==> src/rtl/mem_ctrl_if.sv <==
// mem_ctrl_if: bundles the IF/MEM request ports and the byte-wide RAM bus of mem_ctrl.
// Latency: none, wires only.
// Backpressure: carried by the req/done handshakes and io_buffer_full.
interface mem_ctrl_if;
  // instruction fetch side
  logic        inst_req;
  logic [31:0] inst_addr;
  logic        inst_done;
  logic [31:0] inst_o;
  logic [31:0] inst_pc;
  // load/store side
  logic        data_req;
  logic        data_we;
  logic [2:0]  data_len;
  logic [31:0] data_addr;
  logic [31:0] data_wdata;
  logic        data_done;
  logic [31:0] data_rdata;
  // UART status and RAM bus
  logic        io_buffer_full;
  logic [7:0]  mem_din;
  logic [7:0]  mem_dout;
  logic [31:0] mem_a;
  logic        mem_wr;

  // pipeline + RAM environment side
  modport master (
    output inst_req, inst_addr, data_req, data_we, data_len, data_addr, data_wdata,
    output io_buffer_full, mem_din,
    input  inst_done, inst_o, inst_pc, data_done, data_rdata, mem_dout, mem_a, mem_wr
  );

  // controller side
  modport slave (
    input  inst_req, inst_addr, data_req, data_we, data_len, data_addr, data_wdata,
    input  io_buffer_full, mem_din,
    output inst_done, inst_o, inst_pc, data_done, data_rdata, mem_dout, mem_a, mem_wr
  );
endinterface

==> src/rtl/mem_ctrl.sv <==
// mem_ctrl: byte-serial RAM sequencer arbitrating IF fetches against MEM loads/stores.
// Latency: reads finish len+1 cycles after acceptance, writes len cycles (+1 per I/O stall cycle).
// Backpressure: requests wait until IDLE/DONE; I/O-region stores hold in IOWAIT while io_buffer_full.
module mem_ctrl (
  input  logic      clk,
  input  logic      rst,
  mem_ctrl_if.slave bus
);

  localparam logic [2:0] S_IDLE   = 3'd0;
  localparam logic [2:0] S_READ   = 3'd1;
  localparam logic [2:0] S_WRITE  = 3'd2;
  localparam logic [2:0] S_IOWAIT = 3'd3;
  localparam logic [2:0] S_DONE   = 3'd4;

  logic [2:0]  state;
  logic        owner_data;  // 1 = transaction belongs to MEM, 0 = IF
  logic [31:0] base_q;
  logic [2:0]  len_q;
  logic [2:0]  cnt;         // READ: edges since acceptance; WRITE/IOWAIT: next byte index
  logic [31:0] wdata_q;
  logic [31:0] rbuf;        // bytes captured so far; cleared on acceptance so short loads zero-extend

  logic        accept_data;
  logic        accept_inst;
  logic [31:0] byte_addr;
  logic        cur_io;
  logic        new_io;
  logic [7:0]  wbyte;
  logic [1:0]  rd_slot;
  logic [31:0] asm_word;

  // Arbitration: a new request may be taken in IDLE or on the edge that ends the done
  // cycle. In DONE the owner is dropping its req, so only the other requester is eligible.
  always_comb begin
    accept_data = bus.data_req &&
                  ((state == S_IDLE) || ((state == S_DONE) && !owner_data));
    accept_inst = bus.inst_req && !accept_data &&
                  ((state == S_IDLE) || ((state == S_DONE) && owner_data));
  end

  // Byte addressing, write byte select and read assembly for the current step.
  always_comb begin
    byte_addr = base_q + {29'd0, cnt};
    cur_io    = (byte_addr[17:16] == 2'b11);
    new_io    = (bus.data_addr[17:16] == 2'b11);
    case (cnt[1:0])
      2'd0:    wbyte = wdata_q[7:0];
      2'd1:    wbyte = wdata_q[15:8];
      2'd2:    wbyte = wdata_q[23:16];
      default: wbyte = wdata_q[31:24];
    endcase
    // mem_din arriving at edge k+c belongs to the address issued at edge k+c-2
    rd_slot  = cnt[1:0] - 2'd2;
    asm_word = rbuf;
    asm_word[{rd_slot, 3'b000} +: 8] = bus.mem_din;
  end

  // Transaction sequencer: acceptance, byte issue/capture, I/O stall and done pulse.
  always_ff @(posedge clk) begin
    if (rst) begin
      state          <= S_IDLE;
      owner_data     <= 1'b0;
      base_q         <= '0;
      len_q          <= '0;
      cnt            <= '0;
      wdata_q        <= '0;
      rbuf           <= '0;
      bus.mem_wr     <= 1'b0;
      bus.mem_dout   <= '0;
      bus.mem_a      <= '0;
      bus.inst_done  <= 1'b0;
      bus.data_done  <= 1'b0;
      bus.inst_o     <= '0;
      bus.inst_pc    <= '0;
      bus.data_rdata <= '0;
    end else begin
      bus.inst_done <= 1'b0;
      bus.data_done <= 1'b0;
      bus.mem_wr    <= 1'b0;
      case (state)
        S_IDLE, S_DONE: begin
          if (accept_data) begin
            owner_data <= 1'b1;
            base_q     <= bus.data_addr;
            len_q      <= bus.data_len;
            wdata_q    <= bus.data_wdata;
            rbuf       <= '0;
            bus.mem_a  <= bus.data_addr;
            if (bus.data_we) begin
              if (new_io && bus.io_buffer_full) begin
                cnt   <= 3'd0;
                state <= S_IOWAIT;
              end else begin
                bus.mem_dout <= bus.data_wdata[7:0];
                bus.mem_wr   <= 1'b1;
                cnt          <= 3'd1;
                state        <= S_WRITE;
              end
            end else begin
              cnt   <= 3'd1;
              state <= S_READ;
            end
          end else if (accept_inst) begin
            owner_data <= 1'b0;
            base_q     <= bus.inst_addr;
            len_q      <= 3'd4;
            rbuf       <= '0;
            bus.mem_a  <= bus.inst_addr;
            cnt        <= 3'd1;
            state      <= S_READ;
          end else begin
            state <= S_IDLE;
          end
        end

        S_READ: begin
          if (cnt < len_q) begin
            bus.mem_a <= byte_addr;
          end
          if (cnt >= 3'd2) begin
            rbuf <= asm_word;
          end
          if (cnt == len_q + 3'd1) begin
            state <= S_DONE;
            if (owner_data) begin
              bus.data_rdata <= asm_word;
              bus.data_done  <= 1'b1;
            end else begin
              bus.inst_o    <= asm_word;
              bus.inst_pc   <= base_q;
              bus.inst_done <= 1'b1;
            end
          end
          cnt <= cnt + 3'd1;
        end

        S_WRITE: begin
          if (cnt == len_q) begin
            bus.data_done <= 1'b1;
            state         <= S_DONE;
          end else if (cur_io && bus.io_buffer_full) begin
            state <= S_IOWAIT;
          end else begin
            bus.mem_a    <= byte_addr;
            bus.mem_dout <= wbyte;
            bus.mem_wr   <= 1'b1;
            cnt          <= cnt + 3'd1;
          end
        end

        S_IOWAIT: begin
          if (!bus.io_buffer_full) begin
            bus.mem_a    <= byte_addr;
            bus.mem_dout <= wbyte;
            bus.mem_wr   <= 1'b1;
            cnt          <= cnt + 3'd1;
            state        <= S_WRITE;
          end
        end

        default: state <= S_IDLE;
      endcase
    end
  end

endmodule

==> src/flat_wrapper.sv <==
// flat-port wrapper written by rule: the top's interface ports become plain ports
module mem_ctrl_flat 
  (clk, rst, bus_inst_req, bus_inst_addr, bus_data_req, bus_data_we, bus_data_len, bus_data_addr, bus_data_wdata, bus_io_buffer_full, bus_mem_din, bus_inst_done, bus_inst_o, bus_inst_pc, bus_data_done, bus_data_rdata, bus_mem_dout, bus_mem_a, bus_mem_wr);
  mem_ctrl_if bus_i ();
  input  logic clk;
  input  logic rst;
  input wire logic [$bits(bus_i.inst_req)-1:0] bus_inst_req;
  input wire logic [$bits(bus_i.inst_addr)-1:0] bus_inst_addr;
  input wire logic [$bits(bus_i.data_req)-1:0] bus_data_req;
  input wire logic [$bits(bus_i.data_we)-1:0] bus_data_we;
  input wire logic [$bits(bus_i.data_len)-1:0] bus_data_len;
  input wire logic [$bits(bus_i.data_addr)-1:0] bus_data_addr;
  input wire logic [$bits(bus_i.data_wdata)-1:0] bus_data_wdata;
  input wire logic [$bits(bus_i.io_buffer_full)-1:0] bus_io_buffer_full;
  input wire logic [$bits(bus_i.mem_din)-1:0] bus_mem_din;
  output wire logic [$bits(bus_i.inst_done)-1:0] bus_inst_done;
  output wire logic [$bits(bus_i.inst_o)-1:0] bus_inst_o;
  output wire logic [$bits(bus_i.inst_pc)-1:0] bus_inst_pc;
  output wire logic [$bits(bus_i.data_done)-1:0] bus_data_done;
  output wire logic [$bits(bus_i.data_rdata)-1:0] bus_data_rdata;
  output wire logic [$bits(bus_i.mem_dout)-1:0] bus_mem_dout;
  output wire logic [$bits(bus_i.mem_a)-1:0] bus_mem_a;
  output wire logic [$bits(bus_i.mem_wr)-1:0] bus_mem_wr;
  assign bus_i.inst_req = bus_inst_req;
  assign bus_i.inst_addr = bus_inst_addr;
  assign bus_i.data_req = bus_data_req;
  assign bus_i.data_we = bus_data_we;
  assign bus_i.data_len = bus_data_len;
  assign bus_i.data_addr = bus_data_addr;
  assign bus_i.data_wdata = bus_data_wdata;
  assign bus_i.io_buffer_full = bus_io_buffer_full;
  assign bus_i.mem_din = bus_mem_din;
  assign bus_inst_done = bus_i.inst_done;
  assign bus_inst_o = bus_i.inst_o;
  assign bus_inst_pc = bus_i.inst_pc;
  assign bus_data_done = bus_i.data_done;
  assign bus_data_rdata = bus_i.data_rdata;
  assign bus_mem_dout = bus_i.mem_dout;
  assign bus_mem_a = bus_i.mem_a;
  assign bus_mem_wr = bus_i.mem_wr;
  mem_ctrl u_core (.clk(clk), .rst(rst), .bus(bus_i));
endmodule
==> config.mk <==
export PLATFORM = sky130hd
export DESIGN_NAME = mem_ctrl_flat
export DESIGN_NICKNAME = d
export VERILOG_FILES = /design/src/rtl/mem_ctrl_if.sv /design/src/rtl/mem_ctrl.sv /design/src/flat_wrapper.sv
export SDC_FILE = /design/constraint.sdc
export NUM_CORES = 1
export LEC_CHECK = 0
export CAP_MARGIN = 20
export CORE_MARGIN = 3
export CORE_UTILIZATION = 55
export CTS_CLUSTER_DIAMETER = 60
export CTS_CLUSTER_SIZE = 40
export DETAILED_ROUTE_END_ITERATION = 8
export DONT_BUFFER_PORTS = 1
export GPL_ROUTABILITY_DRIVEN = 0
export PLACE_DENSITY_LB_ADDON = 0.15
export RECOVER_POWER = 100
export SETUP_SLACK_MARGIN = 0.5
export SLEW_MARGIN = 20
export SYNTH_ARGS = -nofsm -noshare
export SYNTH_HDL_FRONTEND = slang
export SYNTH_SLANG_ARGS = --single-unit
==> constraint.sdc <==
create_clock -name clk -period 9.2 [get_ports clk]
set_clock_uncertainty 0.05 [all_clocks]
set_input_delay 0.92 -clock clk [delete_from_list [all_inputs] [get_ports clk]]
set_output_delay 0.92 -clock clk [all_outputs]
set_load 0.01 [all_outputs]
==> flow_metrics.tcl <==
set metrics [dict create \
    p_leak_uw 0.004110 \
    syn_avg_cell_area_um2 8.231 \
    path_clk_slew_ns 0.08 \
    synth-simple-area-share 0.2037 \
    cts_root_buf "clkbuf_16" \
    slew_headroom -0.8696 \
    max_clock_freq_ghz 0.1734 \
    drt_iter0_drc 525 \
    yosysMostFrequentCell "dfxtp_1" \
    worstPathRequired_ns 9.51 \
    yosysUniqueCellTypes 60 \
    fp.dieW_um 147.3 \
    synth_xor_area_frac 0.02313 \
    synth_top_area_frac 0.4467 \
    yosys_warnings 0 \
    via_per_inst 5.873 \
    ys_seq_area_frac 0.4467 \
    ys_ff_latch 245 \
    nets 1385 \
    n_antenna_cell 0 \
    setup_violations 0 \
    rsz0062_at_grt "false" \
    violations "max-capacitance violations, max-slew violations" \
    initial_utilization 0.5623 \
    synth-main-ff-cell "dfxtp_1" \
    antenna_found_initial 0 \
    status "complete, but fails checks" \
    rrSetupSlack_ns 3.43 \
    clkPwrFrac 0.219 \
    dp_hpwl_um 19080 \
    slew_violations 352 \
    crit_arrival_ns 6.07 \
    drive_above_1_share 0.03470 \
    peakVddDrop_v 0.0001521 \
    fp-row-count 51 \
    vias 9003 \
    crit_type "register to register" \
    hold_viol 0 \
    post-route-period-util 0.6267 \
    cts-resized-gates 0 \
    p_switching_uw 1454 \
    clockBufferDepth 3 \
    seqPwrFrac 0.427 \
    ant_nets 0 \
    ys_top_cells_by_count "245 x dfxtp_1, 223 x nand2_1, 185 x nor2_1" \
    synthAdderAreaFrac 0.01664 \
    synth_area_mm2 0.01098 \
    io_pins 252 \
    yosysTopAreaCell "dfxtp_1" \
    critPathLaunchType "register" \
    netSwitchingFraction 0.4042 \
    power_uw 3597 \
    yosys-mux-area-fraction 0.06472 \
    routed_wl_um 28530 \
    reg2reg_to "u_core.bus.mem_a[20]" \
    grt.total_usage 0.2490 \
    cts.sinks 245 \
    rr_worst_depth 9 \
    die_h_um 147.3 \
    cts_tree "built" \
    synth_nets 1461 \
    fin_util 0.5883 \
    tightest_slew_ns 2.734 \
    drc 0 \
    post_cts_buffers 0 \
    grt.overflow.total 0 \
    powerDensity_mw_per_mm2 313.1 \
    grt_pass1_vias 8099 \
    drv_cap 10 \
    cts_max_level 1 \
    min_period_ns 5.766 \
    dieArea_mm2 0.02170 \
    fin_tns_setup_ns 0 \
    syn_inst 1334 \
    grt_pass1_wl_um 44750 \
    hold_buffers 0 \
    cp-endpoint "u_core.bus.mem_a[20]" \
    crit_path_start "u_core.cnt[1]" \
    path_max_fanout 32 \
    first_pass_iters 5 \
    combPwrFrac 0.353 \
    syn_to_final_growth_pct 4.615 \
    grt_max_degree 217 \
    routedWlPerCell_um 18.61 \
    async_reset_ff_frac 0 \
    cts_buffers 18 \
    synth_compound_area_frac 0.2002 \
    synth_top_family_by_area "simple AND/OR/NAND/NOR gates" \
    r2r-start "u_core.cnt[1]" \
    insertion_delay_ns 0.50 \
    synth_area_leaders "dfxtp_1 45%, nand2_1 7.6%, a211oi_1 6.7%, mux2i_1 6.5%, nor2_1 6.3%" \
    core-area_mm2 0.01953 \
    synth_edf_count 0 \
    p_int_uw 2143 \
    io_buffers 0 \
    crit_path_end_kind "register" \
    holdCritPathClass "register to register" \
]
[state kept, by name, summed over array words and instances, names as in the netlist, 8 cells and up]
signal                 count
u_core.base_q             32
u_core.bus.data_rdata     32
u_core.bus.inst_o         32
u_core.bus.inst_pc        32
u_core.bus.mem_a          32
u_core.rbuf               32
u_core.wdata_q            32
u_core.bus.mem_dout        8
[power by group through the flow]
stage / logic [µW] / clock network [µW] / registers [µW]
floorplan: 1090 / 0 / 1480
global placement: 1260 / 0 / 1560
detailed placement: 1280 / 0 / 1560
CTS: 1280 / 806 / 1540
global route: 1420 / 847 / 1560
finish: 1270 / 789 / 1540
[how the worst min path moves through the flow]
stage | startpoint | slack, ns | cells after the start | end
final | u_core.wdata_q[3] | 0.41 | 2 | u_core.wdata_q[3]
after detailed placement | u_core.wdata_q[3] | 0.39 | 2 | u_core.wdata_q[3]
after CTS | u_core.wdata_q[4] | 0.40 | 2 | u_core.wdata_q[4]
after global routing | rst | 0.42 | 1 | u_core.bus.inst_o[5]
after global placement | u_core.wdata_q[3] | 0.39 | 2 | u_core.wdata_q[3]
after floorplan | u_core.wdata_q[0] | 0.39 | 2 | u_core.wdata_q[0]
[critical path, stage by stage, from the launching register on]
cell and delay, ns:
dfxtp_1 0.57, inv_1 0.18, fa_1 0.48, nand2b_1 0.22
a2111oi_0 2.20, a211oi_1 0.39, nor3_1 0.83, o22ai_4 0.14
buf_4 0.34, mux2i_1 0.19
[routing by layer]
metal | global-route usage | routed length, µm
met4 | 0.06524 | 733
met1 | 0.3330 | 12220
met5 | 0 | 0
met2 | 0.4041 | 13180
met3 | 0.06385 | 2400
[cell families after synthesis]
group,count (synthesis)
mux,71
buf+inv,122
simple gates,515
flops,245
xor+xnor,29
fa+ha+maj,14
compound gates,338
[final cells by class]
class,count,area [µm²]
clock buffers,21,483.0
clock inverters,9,88.84
fillers,1851,8039
inverters,16,60.06
multi-input cells,967,5563
flip-flops and latches,245,4905
well taps,265,331.6
repair buffers,10,56.30
[cells in the final DEF, fill, tap and decap left out, types with 9 or more instances in the layout]
| cell type | n |
|---|---|
| dfxtp_1 | 245 |
| nand2_1 | 223 |
| nor2_1 | 186 |
| a21oi_1 | 125 |
| a211oi_1 | 99 |
| mux2i_1 | 71 |
| nor2b_1 | 35 |
| a31oi_1 | 34 |
| o21ai_0 | 28 |
| xnor2_1 | 22 |
| nand3_1 | 20 |
| clkbuf_16 | 19 |
| o211ai_1 | 17 |
| inv_1 | 15 |
| ha_1 | 13 |
| and3_1 | 9 |
[metrics by stage]
step                cells  hold WS (ns)  setup slack [ns]  instance area [µm²]
finish               1533        0.4071             3.434                11490
global route         1533        0.4207             2.958                11490
CTS                  1533        0.4045             5.376                11580
detailed placement   1503        0.3937             5.416                11010
global placement     1503        0.3891             5.520                11010
floorplan            1334        0.3857             6.329                10980
Note: power is estimated with default switching activity, not from simulation.
